==> src/rtl/elevator_scheduler.sv <==
// elevator_scheduler
//   Request scheduler and motion sequencer for a single elevator car.
//   Latches floor calls, picks a travel direction with a SCAN policy,
//   tracks the current floor from arrival pulses and times the door dwell.
//
// Ports
//   clk           in  1        single rising-edge clock
//   reset         in  1        synchronous, active-high; dominates all inputs
//   req           in  FLOORS   call buttons, one bit per floor
//   floor_sensor  in  1        one-cycle pulse: car reached next floor
//   motion_cmd    out 2        00 stop, 01 up, 10 down (11 never driven)
//   door_open     out 1        high while dwelling at a floor
//   cur_floor     out FW       current or last-passed floor
//   pending       out FLOORS   latched, unserviced requests
module elevator_scheduler #(
    parameter int FLOORS      = 4,
    parameter int DOOR_CYCLES = 4,
    parameter int FW          = $clog2(FLOORS)
) (
    input  logic              clk,
    input  logic              reset,
    input  logic [FLOORS-1:0] req,
    input  logic              floor_sensor,
    output logic [1:0]        motion_cmd,
    output logic              door_open,
    output logic [FW-1:0]     cur_floor,
    output logic [FLOORS-1:0] pending
);

    localparam int TW = (DOOR_CYCLES > 1) ? $clog2(DOOR_CYCLES) : 1;
    localparam logic [TW-1:0] TIMER_LOAD = TW'(DOOR_CYCLES - 1);
    localparam logic [FW-1:0] TOP_FLOOR  = FW'(FLOORS - 1);

    typedef enum logic [1:0] {
        ST_IDLE,
        ST_UP,
        ST_DOWN,
        ST_DOOR
    } state_t;

    state_t            r_state, w_state_nxt;
    logic              r_dir_up, w_dir_up_nxt;
    logic [FW-1:0]     r_cur, w_cur_nxt;
    logic [FLOORS-1:0] r_pending, w_pending_nxt;
    logic [TW-1:0]     r_timer, w_timer_nxt;
    logic [FLOORS-1:0] w_req_lat;
    logic [FLOORS-1:0] w_clear;
    logic [FW-1:0]     w_step_floor;
    logic              w_at_limit;

    function automatic logic any_above(input logic [FLOORS-1:0] p, input logic [FW-1:0] f);
        logic r;
        r = 1'b0;
        for (int unsigned i = 0; i < FLOORS; i++)
            if (i > 32'(f)) r = r | p[i];
        return r;
    endfunction

    function automatic logic any_below(input logic [FLOORS-1:0] p, input logic [FW-1:0] f);
        logic r;
        r = 1'b0;
        for (int unsigned i = 0; i < FLOORS; i++)
            if (i < 32'(f)) r = r | p[i];
        return r;
    endfunction

    function automatic logic ahead(input logic [FLOORS-1:0] p, input logic [FW-1:0] f,
                                   input logic up);
        return up ? any_above(p, f) : any_below(p, f);
    endfunction

    always_ff @(posedge clk) begin
        if (reset) begin
            r_state   <= ST_IDLE;
            r_dir_up  <= 1'b1;
            r_cur     <= '0;
            r_pending <= '0;
            r_timer   <= '0;
        end else begin
            r_state   <= w_state_nxt;
            r_dir_up  <= w_dir_up_nxt;
            r_cur     <= w_cur_nxt;
            r_pending <= w_pending_nxt;
            r_timer   <= w_timer_nxt;
        end
    end

    always_comb begin
        w_state_nxt  = r_state;
        w_dir_up_nxt = r_dir_up;
        w_cur_nxt    = r_cur;
        w_timer_nxt  = r_timer;
        w_clear      = '0;
        w_req_lat    = req;
        w_step_floor = (r_state == ST_UP) ? r_cur + FW'(1) : r_cur - FW'(1);
        w_at_limit   = (r_state == ST_UP) ? (r_cur == TOP_FLOOR) : (r_cur == '0);

        case (r_state)
            ST_IDLE: begin
                if (r_pending[r_cur]) begin
                    w_state_nxt    = ST_DOOR;
                    w_clear[r_cur] = 1'b1;
                    w_timer_nxt    = TIMER_LOAD;
                end else if (ahead(r_pending, r_cur, r_dir_up)) begin
                    w_state_nxt = r_dir_up ? ST_UP : ST_DOWN;
                end else if (ahead(r_pending, r_cur, ~r_dir_up)) begin
                    w_dir_up_nxt = ~r_dir_up;
                    w_state_nxt  = r_dir_up ? ST_DOWN : ST_UP;
                end
            end
            ST_UP, ST_DOWN: begin
                if (floor_sensor && !w_at_limit) begin
                    w_cur_nxt = w_step_floor;
                    if (r_pending[w_step_floor]) begin
                        w_state_nxt           = ST_DOOR;
                        w_clear[w_step_floor] = 1'b1;
                        w_timer_nxt           = TIMER_LOAD;
                    end else if (!ahead(r_pending, w_step_floor, r_state == ST_UP)) begin
                        w_state_nxt = ST_IDLE;
                    end
                end
            end
            ST_DOOR: begin
                // A call at the open floor holds the door instead of queueing a stop.
                w_req_lat[r_cur] = 1'b0;
                if (req[r_cur]) begin
                    w_timer_nxt = TIMER_LOAD;
                end else if (r_timer == '0) begin
                    if (ahead(r_pending, r_cur, r_dir_up)) begin
                        w_state_nxt = r_dir_up ? ST_UP : ST_DOWN;
                    end else if (ahead(r_pending, r_cur, ~r_dir_up)) begin
                        w_dir_up_nxt = ~r_dir_up;
                        w_state_nxt  = r_dir_up ? ST_DOWN : ST_UP;
                    end else begin
                        w_state_nxt = ST_IDLE;
                    end
                end else begin
                    w_timer_nxt = r_timer - TW'(1);
                end
            end
            default: w_state_nxt = ST_IDLE;
        endcase

        w_pending_nxt = (r_pending | w_req_lat) & ~w_clear;
    end

    always_comb begin
        motion_cmd = 2'b00;
        door_open  = 1'b0;
        case (r_state)
            ST_UP:   motion_cmd = 2'b01;
            ST_DOWN: motion_cmd = 2'b10;
            ST_DOOR: door_open  = 1'b1;
            default: ;
        endcase
    end

    assign cur_floor = r_cur;
    assign pending   = r_pending;

endmodule

==> config.mk <==
export PLATFORM = sky130hd
export DESIGN_NAME = elevator_scheduler
export DESIGN_NICKNAME = d
export VERILOG_FILES = /design/src/rtl/elevator_scheduler.sv
export SDC_FILE = /design/constraint.sdc
export NUM_CORES = 1
export LEC_CHECK = 0
export ABC_AREA = 1
export CORE_MARGIN = 4
export CORE_UTILIZATION = 49
export DETAILED_ROUTE_END_ITERATION = 16
export PLACE_DENSITY = 0.86
export RECOVER_POWER = 50
export SYNTH_ARGS = -nofsm -noshare
export SYNTH_HDL_FRONTEND = slang
export SYNTH_SLANG_ARGS = --single-unit
==> constraint.sdc <==
create_clock -name clk -period 1.8 [get_ports clk]
set_input_delay 0.45 -clock clk [delete_from_list [all_inputs] [get_ports clk]]
set_output_delay 0.45 -clock clk [all_outputs]
set_load 0.1 [all_outputs]
== Word level (Yosys, flattened, before mapping) ==
Index checks and enable logic that the tools add are counted.

* Register bits after elaboration: 11
* Input bits: 7

* Add/sub/neg operators: 3
* Order comparisons: 16
* Eq/ne operators: 17
* Muxes and demuxes: 165
* Bitwise gates (word level): 26
* Reduce and logical (&&, ||, !) cells: 13

{| class="wikitable"
|+ Operators with widths
! cell !! number
|-
| 1-bit two-way mux || 133
|-
| 2-bit two-way mux || 18
|-
| 2-bit != test, second input constant || 10
|-
| 1-bit OR || 20
|-
| 4-bit two-way mux || 4
|-
| 2-bit one-hot mux with 3 select lines || 2
|-
| 4-bit bitwise AND || 2
|-
| 2-bit greater-than comparator, first input constant || 4
|-
| 1-bit by 2-bit less-than comparator with 1-bit output, first input constant || 4
|-
| 4-bit inverter || 2
|-
| 4-bit one-hot mux with 2 select lines || 1
|-
| 8-bit AND reduction || 1
|-
| 1-bit binary-select mux with 2-bit select || 3
|-
| 2-bit equality test, second input constant || 3
|-
| 2-bit logical NOT || 3
|-
| 2-bit by 3-bit less-than comparator with 1-bit output, second input constant || 2
|-
| 3-bit != test, second input constant || 2
|-
| 5-bit AND reduction || 1
|-
| 1-bit demux with 2-bit select || 2
|-
| 2-bit by 1-bit >= comparator with 1-bit output, second input constant || 2
|-
| 1-bit by 2-bit greater-than comparator with 1-bit output, first input constant || 2
|-
| 2-bit less-than comparator, first input constant || 2
|-
| 4-bit != test, second input constant || 1
|-
| 4-bit OR || 1
|-
| 12 further kinds || 15
|}

== Depth between registers and ports, before layout ==
Gate-level depths: netlist (run 1).

* Depth in word-level cells: 38
* Gate-level depth with buffers: 13
* Gate-level depth less buffers: 13

== Least setup slack after synthesis (run 1) ==
OpenSTA, ideal clock, no wires.

* Path type: register to register
* From: reg r_cur[0], in the netlist cur_floor[0]
* To: reg r_state[1]
* Setup time: 114 ps
* Arrival time: 2504 ps
* Setup slack: -818 ps
* Stages on the path, launching flop included: 13
* Buffers on the path: 0
* Clock period less this slack: 2618 ps
* Path through: dfxtp_1 > inv_2 > ha_1 > inv_2 > nand2_1 > nand2_1 > nand2_2 > nand2_2 > nand2_2 > nor2_2 > nor2_2 > nor2_1 > nor2_2

* Word-level cells in the longest chain between the ends: 24
* Elaborated cells on any way between the ends: 179
* Those cells by class: add/sub: 2; order compare: 12; eq/ne: 5; mux: 136; bitwise: 20; reduce/logical: 4

{| class="wikitable"
|+ Ends and longest elaborated chain
! what !! RTL line !! source
|-
| start, declared || 43 || <nowiki>logic [FW-1:0] r_cur, w_cur_nxt;</nowiki>
|-
| start signal, assigned || 82 || <nowiki>r_cur <= w_cur_nxt;</nowiki>
|-
| 1-bit by 2-bit greater-than comparator with 1-bit output / 1-bit by 2-bit less-than comparator with 1-bit output (equally long branches) || 55, 63 ||
|-
| 1-bit two-way mux, on equally long branches || 55, 63 ||
|-
| 1-bit two-way mux || 129 || <nowiki>if (ahead(r_pending, r_cur, r_dir_up)) begin</nowiki>
|-
| 1-bit two-way mux || 128 || <nowiki>end else if (r_timer == '0) begin</nowiki>
|-
| 1-bit two-way mux || 126 || <nowiki>if (req[r_cur]) begin</nowiki>
|-
| 1-bit two-way mux || 98 || <nowiki>case (r_state)</nowiki>
|-
| 1-bit OR, on equally long branches || 55, 63 ||
|-
| 1-bit two-way mux, on equally long branches || 55, 63 ||
|-
| (+8 left out) || - ||
|-
| 1-bit two-way mux || 126 ||
|-
| 1-bit two-way mux || 98 ||
|-
| 1-bit two-way mux || 69 || <nowiki>return up ? any_above(p, f) : any_below(p, f);</nowiki>
|-
| 2-bit two-way mux || 131 || <nowiki>end else if (ahead(r_pending, r_cur, ~r_dir_up)) begin</nowiki>
|-
| 2-bit two-way mux || 129 ||
|-
| 2-bit two-way mux || 128 ||
|-
| 2-bit two-way mux || 126 ||
|-
| 2-bit one-hot mux with 3 select lines || 98 ||
|-
| end signal, assigned || 80 || <nowiki>r_state <= w_state_nxt;</nowiki>
|-
| end, declared || 41 || <nowiki>state_t r_state, w_state_nxt;</nowiki>
|}

Parallel ways exist; a longest one is shown, timed or not. The select of a mux whose other input is x is not followed.
A chain may end at the register's enable or synchronous reset.

== Worst setup path after layout (run 1) ==
* From: reg r_cur[1], in the netlist cur_floor[1]
* To: reg r_pending[2], in the netlist pending[2]

* Word-level cells in the longest chain between the ends: 11
* Elaborated cells on any way between the ends: 32
* Those cells by class: add/sub: 2; order compare: 4; eq/ne: 1; mux: 15; bitwise: 5; reduce/logical: 5

{| class="wikitable"
|+ Ends and longest elaborated chain
! what !! RTL line !! source
|-
| 2-bit by 1-bit subtractor with 2-bit output / 2-bit by 1-bit adder with 2-bit output (equally long branches) || 95 || <nowiki>w_step_floor = (r_state == ST_UP) ? r_cur + FW'(1) : r_cur - FW'(1);</nowiki>
|-
| 2-bit two-way mux || 95 ||
|-
| 2-bit by 3-bit less-than comparator with 1-bit output (not written as such) / 2-bit by 1-bit >= comparator with 1-bit output (equally long branches) || 116 || <nowiki>w_clear[w_step_floor] = 1'b1;</nowiki>
|-
| 1-bit logical AND (not written as such) || 116 ||
|-
| 1-bit two-way mux (not written as such) || 116 ||
|-
| 1-bit demux with 2-bit select || 116 ||
|-
| 4-bit two-way mux || 114 || <nowiki>if (r_pending[w_step_floor]) begin</nowiki>
|-
| 4-bit two-way mux || 112 || <nowiki>if (floor_sensor && !w_at_limit) begin</nowiki>
|-
| 4-bit one-hot mux with 2 select lines || 98 ||
|-
| 4-bit inverter || 144 || <nowiki>w_pending_nxt = (r_pending | w_req_lat) & ~w_clear;</nowiki>
|-
| 4-bit bitwise AND * || 144 ||
|-
| end signal, assigned || 83 || <nowiki>r_pending <= w_pending_nxt;</nowiki>
|-
| end, declared || 44 || <nowiki>logic [FLOORS-1:0] r_pending, w_pending_nxt;</nowiki>
|}

Every way passes the cells marked *; elsewhere a longest branch is shown, timed or not. The select of a mux whose other input is x is not followed.

==> impl_metrics.env, run 1 <==
export IMPL_run_status="finished, final reports clean"
export IMPL_dr_pass1_iters=4
export IMPL_clkLatencyLatePin_ps=270
export IMPL_drtIter0Drc=44
export IMPL_synth_warnings=0
export IMPL_num_rows=17
export IMPL_grt_pass1_vias=1201
export IMPL_initial_core_util=0.5244
export IMPL_synth_most_common_cell="nand2_1"
export IMPL_cap_violations=0
export IMPL_cp_end_kind="flop"
export IMPL_hp_class="flop to flop"
export IMPL_vias=1327
export IMPL_fillCellCount=197
export IMPL_final_period_utilization=0.9332
export IMPL_synth_largest_area_cell="nand2_1"
export IMPL_crit_required_ps=1970
export IMPL_synth_top_cell_area_share=0.1905
export IMPL_cp_slowest_stage_delay_ps=410
export IMPL_async_flop_share=0
export IMPL_fmax_ghz=0.5953
export IMPL_min_to="r_timer[0]$_SDFFE_PP0P_"
export IMPL_worst_hold_slack_ps=474.0
export IMPL_drive_gt1_frac=0.2857
export IMPL_grt_total_usage=0.2067
export IMPL_stdcell_count=245
export IMPL_wl_met2_mm=1.498
export IMPL_setup_viol=0
export IMPL_area_delta_synth_final_pct=34.71
export IMPL_antennaDiodeCount=0
export IMPL_yosysSeqAreaShare=0.1862
export IMPL_leakage_nw=0.7627
export IMPL_avgViaCountPerCell=5.416
export IMPL_tightest_slew_ps=373.6
export IMPL_rsz0062_at_grt="yes"
export IMPL_clk_pin_slew_ps=70
export IMPL_yosys_area_share_simple=0.4995
export IMPL_die_h_um=57.12
export IMPL_antenna_found_initial=0
export IMPL_cts_sinks=11
export IMPL_cp_slowest_cell="dfxtp_4"
export IMPL_port_buffers=15
export IMPL_final_core_util=0.7064
export IMPL_timing_rr_start="cur_floor[1]$_SDFFE_PP0P_"
export IMPL_synth_compound_area_frac=0.08677
export IMPL_dieArea_mm2=0.003263
export IMPL_synth_edf_count=0
export IMPL_cts_tree="built"
export IMPL_synth_area_leaders="nand2_1 19%, dfxtp_1 19%, ha_1 14%"
export IMPL_synth_top_family_by_area="simple AND/OR/NAND/NOR gates"
export IMPL_syn_nets=212
export IMPL_peakVddDrop_mv=1.110
export IMPL_placedCellCount=240
export IMPL_wl_met1_mm=1.361
export IMPL_synth_cells=192
export IMPL_die_w_um=57.12
export IMPL_min_from="r_timer[0]$_SDFFE_PP0P_"
export IMPL_top_layer_used="met4"
export IMPL_maxSlewViolCount=0
export IMPL_relSlewSlack=0.7506
export IMPL_clock_path_buffers=2
export IMPL_rr_worst_depth=10
export IMPL_crit_path_cell_trace="inv_4 > ha_4 > inv_2 > nand2_1 > nand2_2 > buf_4 > nor2_1 > nand3_1 > a21oi_1 > nor3_1"
export IMPL_skew_ps=4.882
export IMPL_htree_levels=1
export IMPL_syn_area_per_cell_um2=6.158
export IMPL_synth_ff_type="dfxtp_1"
export IMPL_r2r_end="pending[2]$_SDFF_PP0_"
export IMPL_dp_hpwl_mm=2.514
export IMPL_root_buffer="clkbuf_4"
export IMPL_core_mm2=0.002255
export IMPL_synth_cell_types=22
export IMPL_grt_max_degree=13
export IMPL_ant_nets=0
export IMPL_hold_depth=1
export IMPL_synth_fa_ha_area_frac=0.1376
export IMPL_grt_pass1_wl_mm=5.402
export IMPL_drt_wl_total_mm=3.193
export IMPL_routedWlPerCell_um=13.03
export IMPL_arrival_ps=1850
export IMPL_cts_made_buffers=3
export IMPL_muxShareOfSynthArea=0
export IMPL_setup_tns_final_ps=0
export IMPL_final_nets=238
export IMPL_synth_xor_area_share=0.007407
export IMPL_grt_overflow_total=0
export IMPL_synth_common_cells="60 x nand2_1, 18 x inv_1, 14 x nand2_2, 14 x nor2_1"
export IMPL_drc=0
export IMPL_r2r_setup_slack_ps=120
export IMPL_synth_area_mm2=0.001182
export IMPL_period_needed_ps=1680
export IMPL_boundaryPins=16
export IMPL_ys_seq_elements=11
export IMPL_routabilityCongestion=0.9539
export IMPL_cp_start_kind="flop"
export IMPL_wl_met3_um=239
export IMPL_hold_viol=0
export IMPL_path_class="flop to flop"
export IMPL_crit_fanout=7
export IMPL_p_per_area_mw_per_mm2=1647
layout by cell type, fill, tap and decap left out:
cell type / count
a21oi_2: 1
nand3b_2: 1
buf_12: 9
nor3_1: 6
clkbuf_2: 1
ha_1: 10
buf_4: 7
ha_4: 3
nor3_2: 1
nand2_1: 58
o21ai_0: 1
nor2_4: 1
o21ai_2: 1
xor2_1: 1
nor2_2: 6
o21ai_1: 3
dfxtp_2: 1
inv_4: 2
nand3_2: 5
clkbuf_4: 3
nand2_2: 16
dfxtp_1: 8
clkbuf_1: 1
a21oi_1: 13
dfxtp_4: 2
nor2_1: 14
inv_2: 2
nand4_1: 4
clkdlybuf4s50_1: 6
nand3_1: 12
inv_1: 18
worst max-delay path, delay by kind of cell (launching register included):
family | cells | cell delay [ps]
and+or+nand+nor | 5 | 440
buffers and inverters | 3 | 290
DFF | 1 | 410
AOI/OAI and AO/OA | 1 | 150
adders and majority gates | 1 | 290
stage by stage:
step                power (mW)  area [µm²]  setup WS (ps)
detailed placement       2.386        1553         -13.82
CTS                      2.570        1579          73.10
finish                   2.624        1593          120.2
floorplan                1.857        1240          9.372
global route             2.827        1593        -0.7037
global placement         2.345        1553          25.04
cells by family after synthesis:
family                     count (synthesis)
buffers and inverters                     24
adders and majority gates                 13
DFF                                       11
xor gates and xnor gates                   1
AOI/OAI and AO/OA                         19
and+or+nand+nor                          124
state kept, by name (all words and copies together), names as in the netlist:
signal	cells
cur_floor	2
pending	4
r_dir_up	1
r_state	2
r_timer	2
metal layers:
metal / vias to the layer above / GRT usage
met2: 63 / 0.3328
met4: 0 / 0.09934
met1: 587 / 0.2742
li1: 665 / -
met3: 12 / 0.02262
met5: - / 0
worst max path at each step:
stage                               from                      end  slack, ps
4_1_cts        cur_floor[1]$_SDFFE_PP0P_  r_state[1]$_SDFFE_PP0P_         70
6_report       cur_floor[1]$_SDFFE_PP0P_    pending[2]$_SDFF_PP0_        120
3_3_place_gp                floor_sensor    pending[0]$_SDFF_PP0_         30
2_1_floorplan  cur_floor[0]$_SDFFE_PP0P_    pending[0]$_SDFF_PP0_          9
5_1_grt        cur_floor[1]$_SDFFE_PP0P_  r_timer[0]$_SDFFE_PP0P_       -0.7
3_5_place_dp                floor_sensor    pending[0]$_SDFF_PP0_        -10
report_power, final:
| group | switching [mW] | internal (mW) |
|---|---|---|
| registers | 0.0953 | 0.314 |
| logic | 1.31 | 0.730 |
| clock network | 0.0846 | 0.0858 |
area by class of cell:
class                      count  area, µm²  area share
inverter                      22      87.58     0.05499
timing repair buffer          23      297.8      0.1870
sequential                    11      229.0      0.1438
multi-input combinational    157      917.1      0.5758
tap                           28      35.03     0.02200
clock buffer                   4      26.28     0.01650
repair_timing:
action                     CTS  global route
setup endpoints to repair    0             8
hold buffers                 0             0
gates resized for setup      0             4
setup buffers                0             1
Power figures use the tool's default switching activity.
==> run 2, diff against run 1 <==
--- a/config.mk
+++ b/config.mk
@@ -6,8 +6,10 @@
 export NUM_CORES = 1
 export LEC_CHECK = 0
 export ABC_AREA = 1
+export CELL_PAD_IN_SITES_DETAIL_PLACEMENT = 0
+export CELL_PAD_IN_SITES_GLOBAL_PLACEMENT = 1
 export CORE_MARGIN = 4
-export CORE_UTILIZATION = 49
+export CORE_UTILIZATION = 34
 export DETAILED_ROUTE_END_ITERATION = 16
 export PLACE_DENSITY = 0.86
 export RECOVER_POWER = 50
==> impl_metrics.env, run 2 (same netlist as run 1, synthesis figures left out) <==
export IMPL_final_nets=244
export IMPL_peakVddDrop_mv=0.7253
export IMPL_grt_max_degree=13
export IMPL_arrival_ps=1250
export IMPL_run_status="finished, final reports clean"
export IMPL_setup_tns_final_ps=0
export IMPL_leakage_nw=0.7966
export IMPL_grt_total_usage=0.1648
export IMPL_cp_top_family="flip-flops"
export IMPL_drtIter0Drc=54
export IMPL_avgViaCountPerCell=4.755
export IMPL_port_buffers=15
export IMPL_final_cell_mix="58 x nand2_1, 18 x inv_1, 16 x nand2_2, 13 x buf_4"
export IMPL_largest_register_ffs=4
export IMPL_hp_class="flop to flop"
export IMPL_drive_gt1_frac=0.3229
export IMPL_cts_hold_buf=0
export IMPL_cp_slowest_cell="dfxtp_2"
export IMPL_worst_path_stages=3
export IMPL_crit_path_cell_trace="buf_4 > ha_4 > buf_12"
export IMPL_grt_pass1_wl_mm=5.589
export IMPL_vias=1279
export IMPL_dr_pass1_iters=4
export IMPL_cts_made_buffers=3
export IMPL_path_class="flop to output port"
export IMPL_cp_endpoint="door_open"
export IMPL_rsz0062_at_grt="yes"
export IMPL_clkLatencyLatePin_ps=270
export IMPL_fmax_ghz=0.5885
export IMPL_cp_end_kind="output port"
export IMPL_clock_path_buffers=2
export IMPL_htree_levels=1
export IMPL_clk_pin_slew_ps=80
export IMPL_timing_rr_start="cur_floor[1]$_SDFFE_PP0P_"
export IMPL_r2r_setup_slack_ps=130
export IMPL_hold_viol=0
export IMPL_r2r_end="r_state[1]$_SDFFE_PP0P_"
export IMPL_drc=0
export IMPL_maxSlewViolCount=0
export IMPL_root_buffer="clkbuf_4"
export IMPL_initial_core_util=0.3543
export IMPL_grt_overflow_total=0
export IMPL_p_per_area_mw_per_mm2=1600
export IMPL_antennaDiodeCount=0
export IMPL_place_area_mm2=0.001598
export IMPL_area_delta_synth_final_pct=42.75
export IMPL_final_area_mm2=0.001688
export IMPL_cts_tree="built"
export IMPL_tightest_slew_ps=340.6
export IMPL_ant_nets=0
export IMPL_routabilityCongestion=0.8418
export IMPL_setup_viol=0
export IMPL_dp_hpwl_mm=2.582
export IMPL_core_mm2=0.003337
export IMPL_period_needed_ps=1699
export IMPL_final_period_utilization=0.9440
export IMPL_dieArea_mm2=0.004485
export IMPL_cp_slowest_stage_delay_ps=390
export IMPL_num_rows=21
export IMPL_fillCellCount=340
export IMPL_worst_hold_slack_ps=452.7
export IMPL_cts_sinks=11
export IMPL_crit_fanout=12
export IMPL_crit_required_ps=1350
export IMPL_grt_pass1_vias=1199
export IMPL_antenna_found_initial=0
export IMPL_final_common_cell="nand2_1"
export IMPL_die_h_um=66.97
export IMPL_rr_worst_depth=11
export IMPL_cap_violations=0
export IMPL_critPathLaunch="r_state[0]$_SDFFE_PP0P_"
export IMPL_skew_ps=1.499
export IMPL_relSlewSlack=0.7726
export IMPL_boundaryPins=16
export IMPL_cp_start_kind="flop"
export IMPL_cp_num_buf_inv=2
export IMPL_drt_wl_total_mm=3.300
export IMPL_die_w_um=66.97
export IMPL_routedWlPerCell_um=12.27
[run 2: timing repair]
item,4_1_cts,5_1_grt
resized for setup,0,8
setup buffers,0,4
endpoints found under the setup margin,0,10
[run 2: power breakdown]
part,switching (mW),internal [mW]
logic,1.33,0.788
registers,0.0902,0.314
clock network,0.0921,0.0860
total,1.51,1.19
[run 2: worst min path at each step]
stage                                  startpoint                 endpoint  slack (ps)  depth (start not counted)
after floorplan           r_timer[0]$_SDFFE_PP0P_  r_timer[0]$_SDFFE_PP0P_         430                          1
after global placement    r_timer[0]$_SDFFE_PP0P_  r_timer[0]$_SDFFE_PP0P_         440                          1
after detailed placement  r_timer[0]$_SDFFE_PP0P_  r_timer[0]$_SDFFE_PP0P_         450                          1
after CTS                 r_timer[0]$_SDFFE_PP0P_  r_timer[0]$_SDFFE_PP0P_         460                          1
after global routing      r_timer[0]$_SDFFE_PP0P_  r_timer[0]$_SDFFE_PP0P_         470                          1
final                     r_timer[0]$_SDFFE_PP0P_  r_timer[0]$_SDFFE_PP0P_         450                          1
[run 2: layout make-up]
type | instances | area, µm² | area share
Multi-Input combinational cell | 157 | 929.6 | 0.5508
Timing Repair Buffer | 29 | 357.8 | 0.2120
Sequential cell | 11 | 229.0 | 0.1357
Inverter | 22 | 87.58 | 0.05189
Tap cell | 46 | 57.56 | 0.03410
Clock buffer | 4 | 26.28 | 0.01557
[run 2: stage by stage]
step / worst slack [ps] / power (mW) / utilization / std cells
after global routing: -0.9714 / 2.940 / 0.5058 / 269
final: 100.9 / 2.700 / 0.5058 / 269
after CTS: 11.33 / 2.605 / 0.4867 / 265
after floorplan: 9.372 / 1.857 / - / 192
after detailed placement: -66.47 / 2.414 / 0.4788 / 261
after global placement: -73.52 / 2.412 / 0.4788 / 261
[run 2: routing by layer]
metal  up-vias  part of all wire  track usage
li1        670                 -            -
met1       579              0.49       0.2209
met3         7             0.034      0.01518
met2        23              0.46       0.2698
met5         -                 0            0
met4         0             0.017      0.06329
==> run 3, diff against run 2 <==
--- a/config.mk
+++ b/config.mk
@@ -9,9 +9,10 @@
 export CELL_PAD_IN_SITES_DETAIL_PLACEMENT = 0
 export CELL_PAD_IN_SITES_GLOBAL_PLACEMENT = 1
 export CORE_MARGIN = 4
-export CORE_UTILIZATION = 34
+export CORE_UTILIZATION = 38
 export DETAILED_ROUTE_END_ITERATION = 16
-export PLACE_DENSITY = 0.86
+export GPL_ROUTABILITY_DRIVEN = 0
+export PLACE_DENSITY = 0.91
 export RECOVER_POWER = 50
 export SYNTH_ARGS = -nofsm -noshare
 export SYNTH_HDL_FRONTEND = slang
==> constraint.sdc (replaced) <==
create_clock -name clk -period 1.9 [get_ports clk]
set_input_delay 0.475 -clock clk [delete_from_list [all_inputs] [get_ports clk]]
set_output_delay 0.475 -clock clk [all_outputs]
set_load 0.1 [all_outputs]
==> impl_metrics.env, run 3 (same netlist as run 1, synthesis figures left out) <==
export IMPL_htree_levels=1
export IMPL_period_needed_ps=1775
export IMPL_setup_tns_final_ps=0
export IMPL_p_sw_frac=0.5910
export IMPL_cp_start_kind="flop"
export IMPL_antennaDiodeCount=0
export IMPL_boundaryPins=16
export IMPL_cp_slowest_cell="clkbuf_2"
export IMPL_setup_viol=0
export IMPL_crit_fanout=7
export IMPL_drt_wl_total_mm=3.173
export IMPL_routedWlPerCell_um=12.90
export IMPL_rsz0062_at_grt="no"
export IMPL_clkLatencyLatePin_ps=270
export IMPL_cap_violations=0
export IMPL_p_clk_frac=0.071
export IMPL_root_buffer="clkbuf_4"
export IMPL_leakage_nw=0.7201
export IMPL_grt_max_degree=16
export IMPL_hold_viol=0
export IMPL_crit_required_ps=1420
export IMPL_p_per_area_mw_per_mm2=1572
export IMPL_grt_pass1_wl_mm=5.478
export IMPL_drc=0
export IMPL_initial_core_util=0.4145
export IMPL_antenna_found_initial=0
export IMPL_grt_pass1_vias=1208
export IMPL_ff_latch_area_um2=227.7
export IMPL_dr_pass1_iters=4
export IMPL_arrival_ps=1300
export IMPL_fillCellCount=296
export IMPL_maxSlewViolCount=0
export IMPL_dieArea_mm2=0.004068
export IMPL_final_period_utilization=0.9343
export IMPL_postCtsSetupRepairBufs=0
export IMPL_run_status="finished, final reports clean"
export IMPL_final_core_util=0.5110
export IMPL_tightest_slew_ps=558.4
export IMPL_ant_nets=0
export IMPL_multi_input_area_um2=882.1
export IMPL_die_w_um=63.78
export IMPL_final_nets=236
export IMPL_stdcell_count=246
export IMPL_placedCellCount=242
export IMPL_crit_path_cell_trace="clkbuf_2"
export IMPL_power_frac_seq=0.158
export IMPL_clock_path_buffers=2
export IMPL_hp_class="flop to flop"
export IMPL_largest_register_ffs=4
export IMPL_cp_slowest_stage_delay_ps=530
export IMPL_dp_hpwl_mm=2.566
export IMPL_relSlewSlack=0.6293
export IMPL_peakVddDrop_mv=0.9687
export IMPL_cp_num_buf_inv=1
export IMPL_port_buffers=15
export IMPL_skew_ps=3.179
export IMPL_clk_pin_slew_ps=70
export IMPL_p_int_mw=0.9371
export IMPL_power_mw=2.291
export IMPL_cts_sinks=11
export IMPL_avgViaCountPerCell=5.065
export IMPL_path_class="flop to output port"
export IMPL_fmax_ghz=0.5633
export IMPL_drtIter0Drc=79
export IMPL_grt_total_usage=0.1673
export IMPL_worst_hold_slack_ps=477.5
export IMPL_num_rows=19
export IMPL_cts_hold_buf=0
export IMPL_final_common_cell="nand2_1"
export IMPL_cp_top_family="buffers and inverters"
export IMPL_area_delta_synth_final_pct=23.28
export IMPL_core_mm2=0.002853
export IMPL_final_cell_mix="59 x nand2_1, 18 x inv_1, 15 x nand2_2, 14 x nor2_1"
export IMPL_netSwitchingPower_mw=1.354
export IMPL_cp_end_kind="output port"
export IMPL_cts_tree="built"
export IMPL_die_h_um=63.78
export IMPL_drive_gt1_frac=0.2605
export IMPL_power_frac_comb=0.772
export IMPL_grt_overflow_total=0
export IMPL_vias=1246
export IMPL_cts_made_buffers=3
-- run 3: final timing paths --
path                            depth (start not counted)  slack (ps)                       to                 startpoint
worst max-delay path                                    1         120               pending[0]      pending[0]$_SDFF_PP0_
worst min-delay path                                    1         480  r_timer[0]$_SDFFE_PP0P_    r_timer[0]$_SDFFE_PP0P_
worst max register to register                         10         140    pending[3]$_SDFF_PP0_  cur_floor[0]$_SDFFE_PP0P_
worst min register to register                          1         480  r_timer[0]$_SDFFE_PP0P_    r_timer[0]$_SDFFE_PP0P_
-- run 3: stage by stage --
| stage | worst slack [ps] | instance area [µm²] |
|---|---|---|
| floorplan | 0.4425 | 1209 |
| global placement | 92.83 | 1530 |
| detailed placement | 47.59 | 1530 |
| CTS | 117.5 | 1556 |
| global route | 14.34 | 1458 |
| finish | 124.8 | 1458 |
-- run 3: power groups by stage --
stage / Sequential (mW) / Combinational [mW] / Clock [mW]
2_1_floorplan: 0.539 / 1.19 / 0
3_3_place_gp: 0.368 / 1.85 / 0
3_5_place_dp: 0.372 / 1.88 / 0
4_1_cts: 0.367 / 1.89 / 0.164
5_1_grt: 0.372 / 1.95 / 0.176
6_report: 0.361 / 1.77 / 0.162
-- run 3: area by class of cell --
cell class                      instances  area share
Multi-Input combinational cell        157      0.6051
Sequential cell                        11      0.1562
Timing Repair Buffer                   21      0.1356
Inverter                               22     0.05837
Tap cell                               31     0.02661
Clock buffer                            4     0.01803
-- run 3: what timing repair did --
item	4_1_cts	5_1_grt
hold endpoints to repair	0	0
resized for setup	0	1
setup endpoints to repair	0	4
-- run 3: per-layer routing --
metal,share of wire,global-route usage,vias to the layer above,wire (µm)
met2,0.49,0.2942,24,1543
met1,0.48,0.2160,558,1509
met3,0.032,0.01051,2,100
met4,0.0060,0.05660,0,19
li1,-,-,662,-
met5,0,0,-,0
